**config.mk**
```make
export PLATFORM = sky130hd
export DESIGN_NAME = opb_bus_arbiter
export DESIGN_NICKNAME = d
export VERILOG_FILES = /design/src/rtl/opb_bus_arbiter.sv
export SDC_FILE = /design/constraint.sdc
export NUM_CORES = 1
export LEC_CHECK = 0
export ABC_AREA = 1
export BUFFER_PORTS_ARGS = -buffer_cell sky130_fd_sc_hd__buf_2
export CORE_AREA = 2 2 158 160
export DETAILED_ROUTE_END_ITERATION = 16
export DIE_AREA = 0 0 160 162
export GPL_TIMING_DRIVEN = 0
export PLACE_DENSITY_LB_ADDON = 0.3
export SYNTH_ARGS = -nofsm -noshare
export SYNTH_HDL_FRONTEND = slang
export SYNTH_SLANG_ARGS = --single-unit
```
**constraint.sdc**
```tcl
create_clock -name OPB_CLK -period 5.7 [get_ports OPB_CLK]
set_input_delay 1.71 -clock OPB_CLK [delete_from_list [all_inputs] [get_ports OPB_CLK]]
set_output_delay 1.71 -clock OPB_CLK [all_outputs]
set_load 0.03 [all_outputs]
```
**src/rtl/opb_bus_arbiter.sv**
```systemverilog
// Round-robin arbiter sharing the OPB master port; one single-beat access per grant.
// Optional macro OPB_ARB_LOCK_EN adds REQ_LOCK for atomic back-to-back ownership.
module opb_bus_arbiter #(
    parameter int NUM_REQ = 4,
    parameter int ADDR_W  = 32,
    parameter int DATA_W  = 32
) (
    input  logic                      OPB_CLK,
    input  logic                      OPB_RST,
    input  logic [NUM_REQ-1:0]        REQ,
    input  logic [NUM_REQ-1:0]        REQ_WR,
    input  logic [NUM_REQ*ADDR_W-1:0] REQ_ADDR,
    input  logic [NUM_REQ*DATA_W-1:0] REQ_WDATA,
`ifdef OPB_ARB_LOCK_EN
    input  logic [NUM_REQ-1:0]        REQ_LOCK,
`endif
    output logic [NUM_REQ-1:0]        GNT,
    output logic [NUM_REQ-1:0]        ACK,
    output logic [DATA_W-1:0]         RDATA,
    output logic                      BUSY,
    output logic                      OPB_RE,
    output logic                      OPB_WE,
    output logic [ADDR_W-1:0]         OPB_ADDR,
    output logic [DATA_W-1:0]         OPB_DI,
    input  logic [DATA_W-1:0]         OPB_DO
);

    localparam int IW = $clog2(NUM_REQ);

    typedef enum logic [1:0] {
        S_IDLE,
        S_ISSUE,
        S_CAPT,
        S_DONE
    } state_t;

    state_t        state;
    logic [IW-1:0] ptr;
    logic [IW-1:0] owner;
    logic          wr_q;
    logic          win_vld;
    logic [IW-1:0] win_idx;
    logic          lock_hit;

    // Lowest offset from the pointer wins, so scan offsets from high to low.
    function automatic logic [IW:0] pick(
        input logic [NUM_REQ-1:0] req,
        input logic [IW-1:0]      p
    );
        logic          vld;
        logic [IW-1:0] idx;
        int            j;
        vld = 1'b0;
        idx = '0;
        for (int k = NUM_REQ - 1; k >= 0; k--) begin
            j = int'(p) + k;
            if (j >= NUM_REQ) j = j - NUM_REQ;
            if (req[j]) begin
                vld = 1'b1;
                idx = IW'(j);
            end
        end
        return {vld, idx};
    endfunction

    always_comb begin
        {win_vld, win_idx} = pick(REQ, ptr);
    end

`ifdef OPB_ARB_LOCK_EN
    assign lock_hit = REQ_LOCK[owner];
`else
    assign lock_hit = 1'b0;
`endif

    always_ff @(posedge OPB_CLK or posedge OPB_RST) begin
        if (OPB_RST) begin
            state    <= S_IDLE;
            ptr      <= '0;
            owner    <= '0;
            wr_q     <= 1'b0;
            GNT      <= '0;
            ACK      <= '0;
            RDATA    <= '0;
            BUSY     <= 1'b0;
            OPB_RE   <= 1'b0;
            OPB_WE   <= 1'b0;
            OPB_ADDR <= '0;
            OPB_DI   <= '0;
        end else begin
            ACK    <= '0;
            OPB_RE <= 1'b0;
            OPB_WE <= 1'b0;
            unique case (state)
                S_IDLE: begin
                    if (win_vld) begin
                        owner    <= win_idx;
                        wr_q     <= REQ_WR[win_idx];
                        OPB_ADDR <= REQ_ADDR[win_idx*ADDR_W +: ADDR_W];
                        OPB_DI   <= REQ_WDATA[win_idx*DATA_W +: DATA_W];
                        OPB_RE   <= ~REQ_WR[win_idx];
                        OPB_WE   <= REQ_WR[win_idx];
                        GNT      <= NUM_REQ'(1) << win_idx;
                        BUSY     <= 1'b1;
                        state    <= S_ISSUE;
                    end
                end
                S_ISSUE: begin
                    if (wr_q) begin
                        ACK   <= GNT;
                        state <= S_DONE;
                    end else begin
                        state <= S_CAPT;
                    end
                end
                S_CAPT: begin
                    RDATA <= OPB_DO;
                    ACK   <= GNT;
                    state <= S_DONE;
                end
                S_DONE: begin
                    // A locked owner keeps the pointer, so it wins the next scan.
                    if (lock_hit)
                        ptr <= owner;
                    else if (owner == IW'(NUM_REQ - 1))
                        ptr <= '0;
                    else
                        ptr <= owner + IW'(1);
                    GNT   <= '0;
                    BUSY  <= 1'b0;
                    state <= S_IDLE;
                end
            endcase
        end
    end

endmodule

```
# After elaboration in Yosys (flattened, before gate mapping)
# Cells that the tools add are included.
classes:
  n_addsub: 8
  multipliers: 0
  div: 0
  magnitude_cmp: 9
  n_eq_ne: 5
  shift: 3
  mux: 40
  bitwise_logic: 1
  n_reduce_logical: 4
op_table:
  columns: ["operator", "count"]
  rows:
  - ["$shiftx 128x8->32", 2]
  - ["$lt 32x4->1 const B", 4]
  - ["$mux 32", 4]
  - ["$mux 1", 19]
  - ["$pmux 4 s2", 2]
  - ["$mux 2", 6]
  - ["$sub 3x3->4 const B", 3]
  - ["$bmux 1 s2", 5]
  - ["$ge 3x3->1 const B", 3]
  - ["$mux 4", 2]
  - ["$pmux 2 s4", 1]
  - ["$add 2x2->3 const B", 2]
  - ["$eq 2x2->1 const B", 3]
  - ["$reduce_and 2->1", 2]
  - ["$shl 1x2->4 const A", 1]
  - ["$sub 2x3->4 const B", 1]
  - ["$add 2x1->3 const B", 1]
  - ["$ge 2x3->1 const B", 1]
  - ["$lt 2x3->1 const B", 1]
  - ["$add 2x1->2 const B", 1]
  - ["$eq 2x1->1 const B", 1]
  - ["$logic_not 2->1", 1]
  - ["$ne 2x2->1 const B", 1]
  - ["$pmux 1 s2", 1]
  - ["2 further kinds", 2]
word_totals:
  register_bits: 114
  latchBits: 0
  mem_bits_rw: 0
  mem_bits_ro: 0
  inputBits: 298
  n_memories: 0

# Depth between registers and ports, before layout
logic_depth:
  word_depth: 15
  ltp_mapped: 18
  depth_no_buf: 15

# Worst setup path after synthesis
# Ideal clock, no wire load.
synth_path:
  path_type: "input -> register"
  startpoint: "input port REQ[1]"
  endpoint: "register OPB_ADDR[10]"
  arrival_ns: 2.863
  slack_ns: 2.706
  cell_stages: 13
  n_path_buf: 2
  cell_sequence: "inv_1 > nand2_1 > nand3_1 > nand2_1 > inv_1 > nor2_1 > nor2_2 > nand2_2 > nand2_4 > buf_2 > buf_2 > o211ai_1 > nand3_1"
synth_via:
  elab_chain_len: 8
synth_rtl:
  columns: ["item", "line_no", "source"]
  rows:
  - ["start: declaration", "10", "input logic [NUM_REQ-1:0] REQ,"]
  - ["$bmux 1 s2", "58", "if (req[j]) begin"]
  - ["$mux 1 (implied by the code) (2 in a row)", "58", null]
  - ["$mux 2 or $mux 1 (tied branches) (4 in a row)", "58", null]
  - ["$shiftx 128x8->32 or $reduce_and 2->1 (tied branches)", null, null]
  - ["end signal: assignment", "99", "OPB_ADDR <= REQ_ADDR[win_idx*ADDR_W +: ADDR_W];"]
  - ["end: declaration", "23", "output logic [ADDR_W-1:0] OPB_ADDR,"]
# Several ways; a longest one is shown, not always the timed one. The select of a mux whose other input is x is not followed.
# A chain may end at the register's enable or synchronous reset.

# Final worst setup path
layout_path:
  startpoint: "input port REQ[0]"
  endpoint: "register wr_q"
layout_via:
  elab_chain_len: 9
layout_rtl:
  columns: ["item", "line_no", "source"]
  rows:
  - ["$bmux 1 s2", "58", null]
  - ["$mux 1 (implied by the code) (2 in a row)", "58", null]
  - ["$mux 2 (4 in a row)", "58", null]
  - ["$bmux 1 s2", "98", "wr_q <= REQ_WR[win_idx];"]
  - ["$mux 1 (implied by the code)", "98", null]
  - ["end signal: assignment", "98", null]
  - ["end: declaration", "40", "logic wr_q;"]
# Several ways; a longest one is shown, not always the timed one. The select of a mux whose other input is x is not followed.

==> impl_metrics.json <==
{
  "critPathLaunch": "REQ[0]",
  "fin_crit_ps": 3178,
  "synth-adder-area-share_pct": 1.017,
  "critPathTopFamily": "simple AND/OR/NAND/NOR gates",
  "synth_top_family_by_area": "simple AND/OR/NAND/NOR gates",
  "r2r_end": "OPB_DI[14]",
  "path_common_cell": "nand2_1",
  "synthCells": 1130,
  "antenna_found_initial": 4,
  "dieArea_sq_um": 25920,
  "worstPathBufferInverterCount": 4,
  "fin_nets": 1858,
  "die_width_um": 160,
  "final-hold-violation-count": 0,
  "worstSkewPairLatency_ps": 410,
  "hold_ws_ps": 465.2,
  "numCtsBuffers": 17,
  "ys_ff_latch": 114,
  "critPathKind": "in2reg",
  "hold_end": "RDATA[27]",
  "p_per_area_nw_per_um2": 736.6,
  "cp_max_fo": 10,
  "rows": 57,
  "grt_overflow_total": 0,
  "finalCritPeriodShare_pct": 55.75,
  "final_util_pct": 43.44,
  "area_delta_synth_final_pct": 41.89,
  "yosysTopAreaCellShare_pct": 38.65,
  "max_freq_ghz": 0.3147,
  "dp_hpwl_um": 22140,
  "grt_use_total_pct": 21.42,
  "slowest_delay_ps": 300,
  "yosys_warnings": 0,
  "end_kind": "flop",
  "drive_gt1_share_pct": 32.23,
  "worstMarginPinSlew_ps": 682.1,
  "outcome": "finished clean",
  "cap_violations": 0,
  "yosysUniqueCellTypes": 27,
  "start_kind": "primary input",
  "cp.depth": 14,
  "viasPerCell": 4.584,
  "postRouteAntennaNets": 0,
  "vias": 8686,
  "ir_worst_vdd_uv": 281.4,
  "grt_max_degree": 69,
  "setup_viol": 0,
  "hold_start": "RDATA[27]",
  "post_cts_buffers": 0,
  "port_buffers": 404,
  "synth_edf_count": 0,
  "cp_slowest_cell": "buf_2",
  "syn_area_sq_um": 7381,
  "async_flop_share_pct": 100.0,
  "synth-xor-area-share_pct": 0,
  "start_util_pct": 30.62,
  "skew_ps": 10.30,
  "first_iter_violations": 541,
  "wl_per_cell_um": 14.93,
  "cts_resized": 0,
  "dr.pass1.iters": 6,
  "max_slew_margin_pct": 54.53,
  "coreArea_sq_um": 24110,
  "synth.area.top_cells": "dfrtp_1 (39%), nand2_1 (22%), nand3_1 (14%), inv_1 (11%), o211ai_1 (3.3%)",
  "ys_seq_area_share_pct": 38.65,
  "pin_count": 405,
  "cts_hold_buf": 0,
  "hold_path_class": "reg2reg",
  "crit_arrival_ps": 3470,
  "slew_viol_final": 0,
  "r2r_slack_ps": 3370,
  "grt_pass1_vias": 8397,
  "htreeDepth": 4,
  "yosys.area_share.simple_pct": 39.62,
  "total_leakage_power_nw": 6.524,
  "hold_depth": 2,
  "drc": 0,
  "cts.sinks": 114,
  "rsz0062_at_grt": "no",
  "totalWireLength_um": 28290,
  "grt_pass1_wl_um": 43980,
  "synth_area_per_cell_sq_um": 6.532,
  "crit_chain": "buf_2 > nand2_1 > nand2_1 > nand2_2 > nand2_2 > inv_2 > nand3_1 > nand2_1 > nand2_2 > inv_2 > buf_2 > nand3_1 > nand3_2 > nand2_1",
  "clock_tree.root_cell": "clkbuf_16",
  "required_ps": 5990,
  "place_congestion": 0.9518,
  "clk_pin_slew_ps": 60,
  "power_w": 0.007714,
  "synthFlopType": "dfrtp_1",
  "synth.largest_area_cell": "dfrtp_1",
  "synth.area.mux_share_pct": 0,
  "cts_tree": "done",
  "rr_worst_depth": 15,
  "syn_nets": 1434,
  "synth_compound_area_share_pct": 4.509,
  "clk_path_buf_depth": 2,
  "die_h_um": 162,
  "rr_startpoint": "ptr[0]"
}
-- cell usage after synthesis, types with 2 or more instances --
library cell,number
a21oi_1,2
buf_2,33
buf_4,10
buf_6,7
clkbuf_1,16
dfrtp_1,114
ha_1,6
inv_1,211
inv_2,5
nand2_1,425
nand2_2,7
nand3_1,202
nor2_1,8
o211ai_1,32
o21ai_0,5
o21ai_1,2
o22ai_1,4
or2_1,32
-- cell families (layout without fill, tap and decap cells) --
family	after synthesis	after routing
AOI/OAI and AO/OA	48	48
other	0	4
and+or+nand+nor	679	679
buffers and inverters	283	720
adders and majority gates	6	6
DFF	114	114
-- layer usage --
metal,track usage (%),vias to the layer above,share of wire (%)
met1,28.35,3942,44
li1,-,4290,-
met5,0,-,0
met3,3.575,62,6.8
met2,34.75,392,47
met4,9.214,0,3.0
-- report_power, final --
part           switching (W)  leakage [nW]  internal, W
Sequential          0.000208          1.41      0.00122
Clock               0.000445         0.307     0.000702
Combinational        0.00355          4.80      0.00159
-- how the worst max path moves through the flow --
stage | end | slack, ps
3_5_place_dp | wr_q | 2080
4_1_cts | wr_q | 2510
3_3_place_gp | OPB_DI[26] | -630
2_1_floorplan | ACK[0] | 970
6_report | wr_q | 2520
5_1_grt | wr_q | 2300
-- sequential cells by signal, indices dropped and copies added, names as in the netlist --
| signal | count |
|---|---|
| OPB_RE | 1 |
| wr_q | 1 |
| state | 2 |
| GNT | 4 |
| RDATA | 32 |
| OPB_ADDR | 32 |
| OPB_DI | 32 |
| ptr | 2 |
| OPB_WE | 1 |
| BUSY | 1 |
| ACK | 4 |
| owner | 2 |
-- cell type report --
class | instances | area (sq um)
Fill cell | 2658 | 13630
Multi-Input combinational cell | 733 | 3332
Sequential cell | 114 | 2853
Timing Repair Buffer | 405 | 2049
Inverter | 217 | 822.0
Clock buffer | 17 | 425.4
Tap cell | 324 | 405.4
Buffer | 66 | 379.1
Clock inverter | 15 | 196.4
Antenna cell | 4 | 10.01
-- cells in the final DEF, fill, tap and decap left out --
master,instances
a21oi_1,2
buf_16,1
buf_2,437
buf_4,10
buf_6,7
bufinv_16,3
clkbuf_1,16
clkbuf_16,17
clkinv_2,1
clkinv_4,5
dfrtp_1,114
diode_2,4
ha_1,6
inv_1,210
inv_2,5
inv_4,1
inv_6,5
inv_8,2
nand2_1,425
nand2_2,7
nand2_4,1
nand3_1,202
nand3_2,1
nor2_1,8
nor2_2,1
nor2_4,1
nor3_1,1
o211ai_1,32
o21a_1,1
o21ai_0,5
o21ai_1,2
o21bai_1,1
o22ai_1,4
o31ai_1,1
or2_1,32
-- worst min-delay path, cell delays in order (launching register included) --
cell	delay, ps
dfrtp_1	330
nand2_1	50
nand2_1	50
-- metrics by stage --
| stage | setup WS (ps) | setup TNS, ps | cells | cell area [sq um] |
|---|---|---|---|---|
| global placement | -627.9 | -70370 | 1858 | 9808 |
| finish | 2522 | 0 | 1895 | 10470 |
| detailed placement | 2081 | 0 | 1859 | 9841 |
| global route | 2295 | 0 | 1895 | 10470 |
| floorplan | 974.3 | 0 | 1130 | 7381 |
| CTS | 2514 | 0 | 1891 | 10460 |
Power figures use the tool's default switching activity.
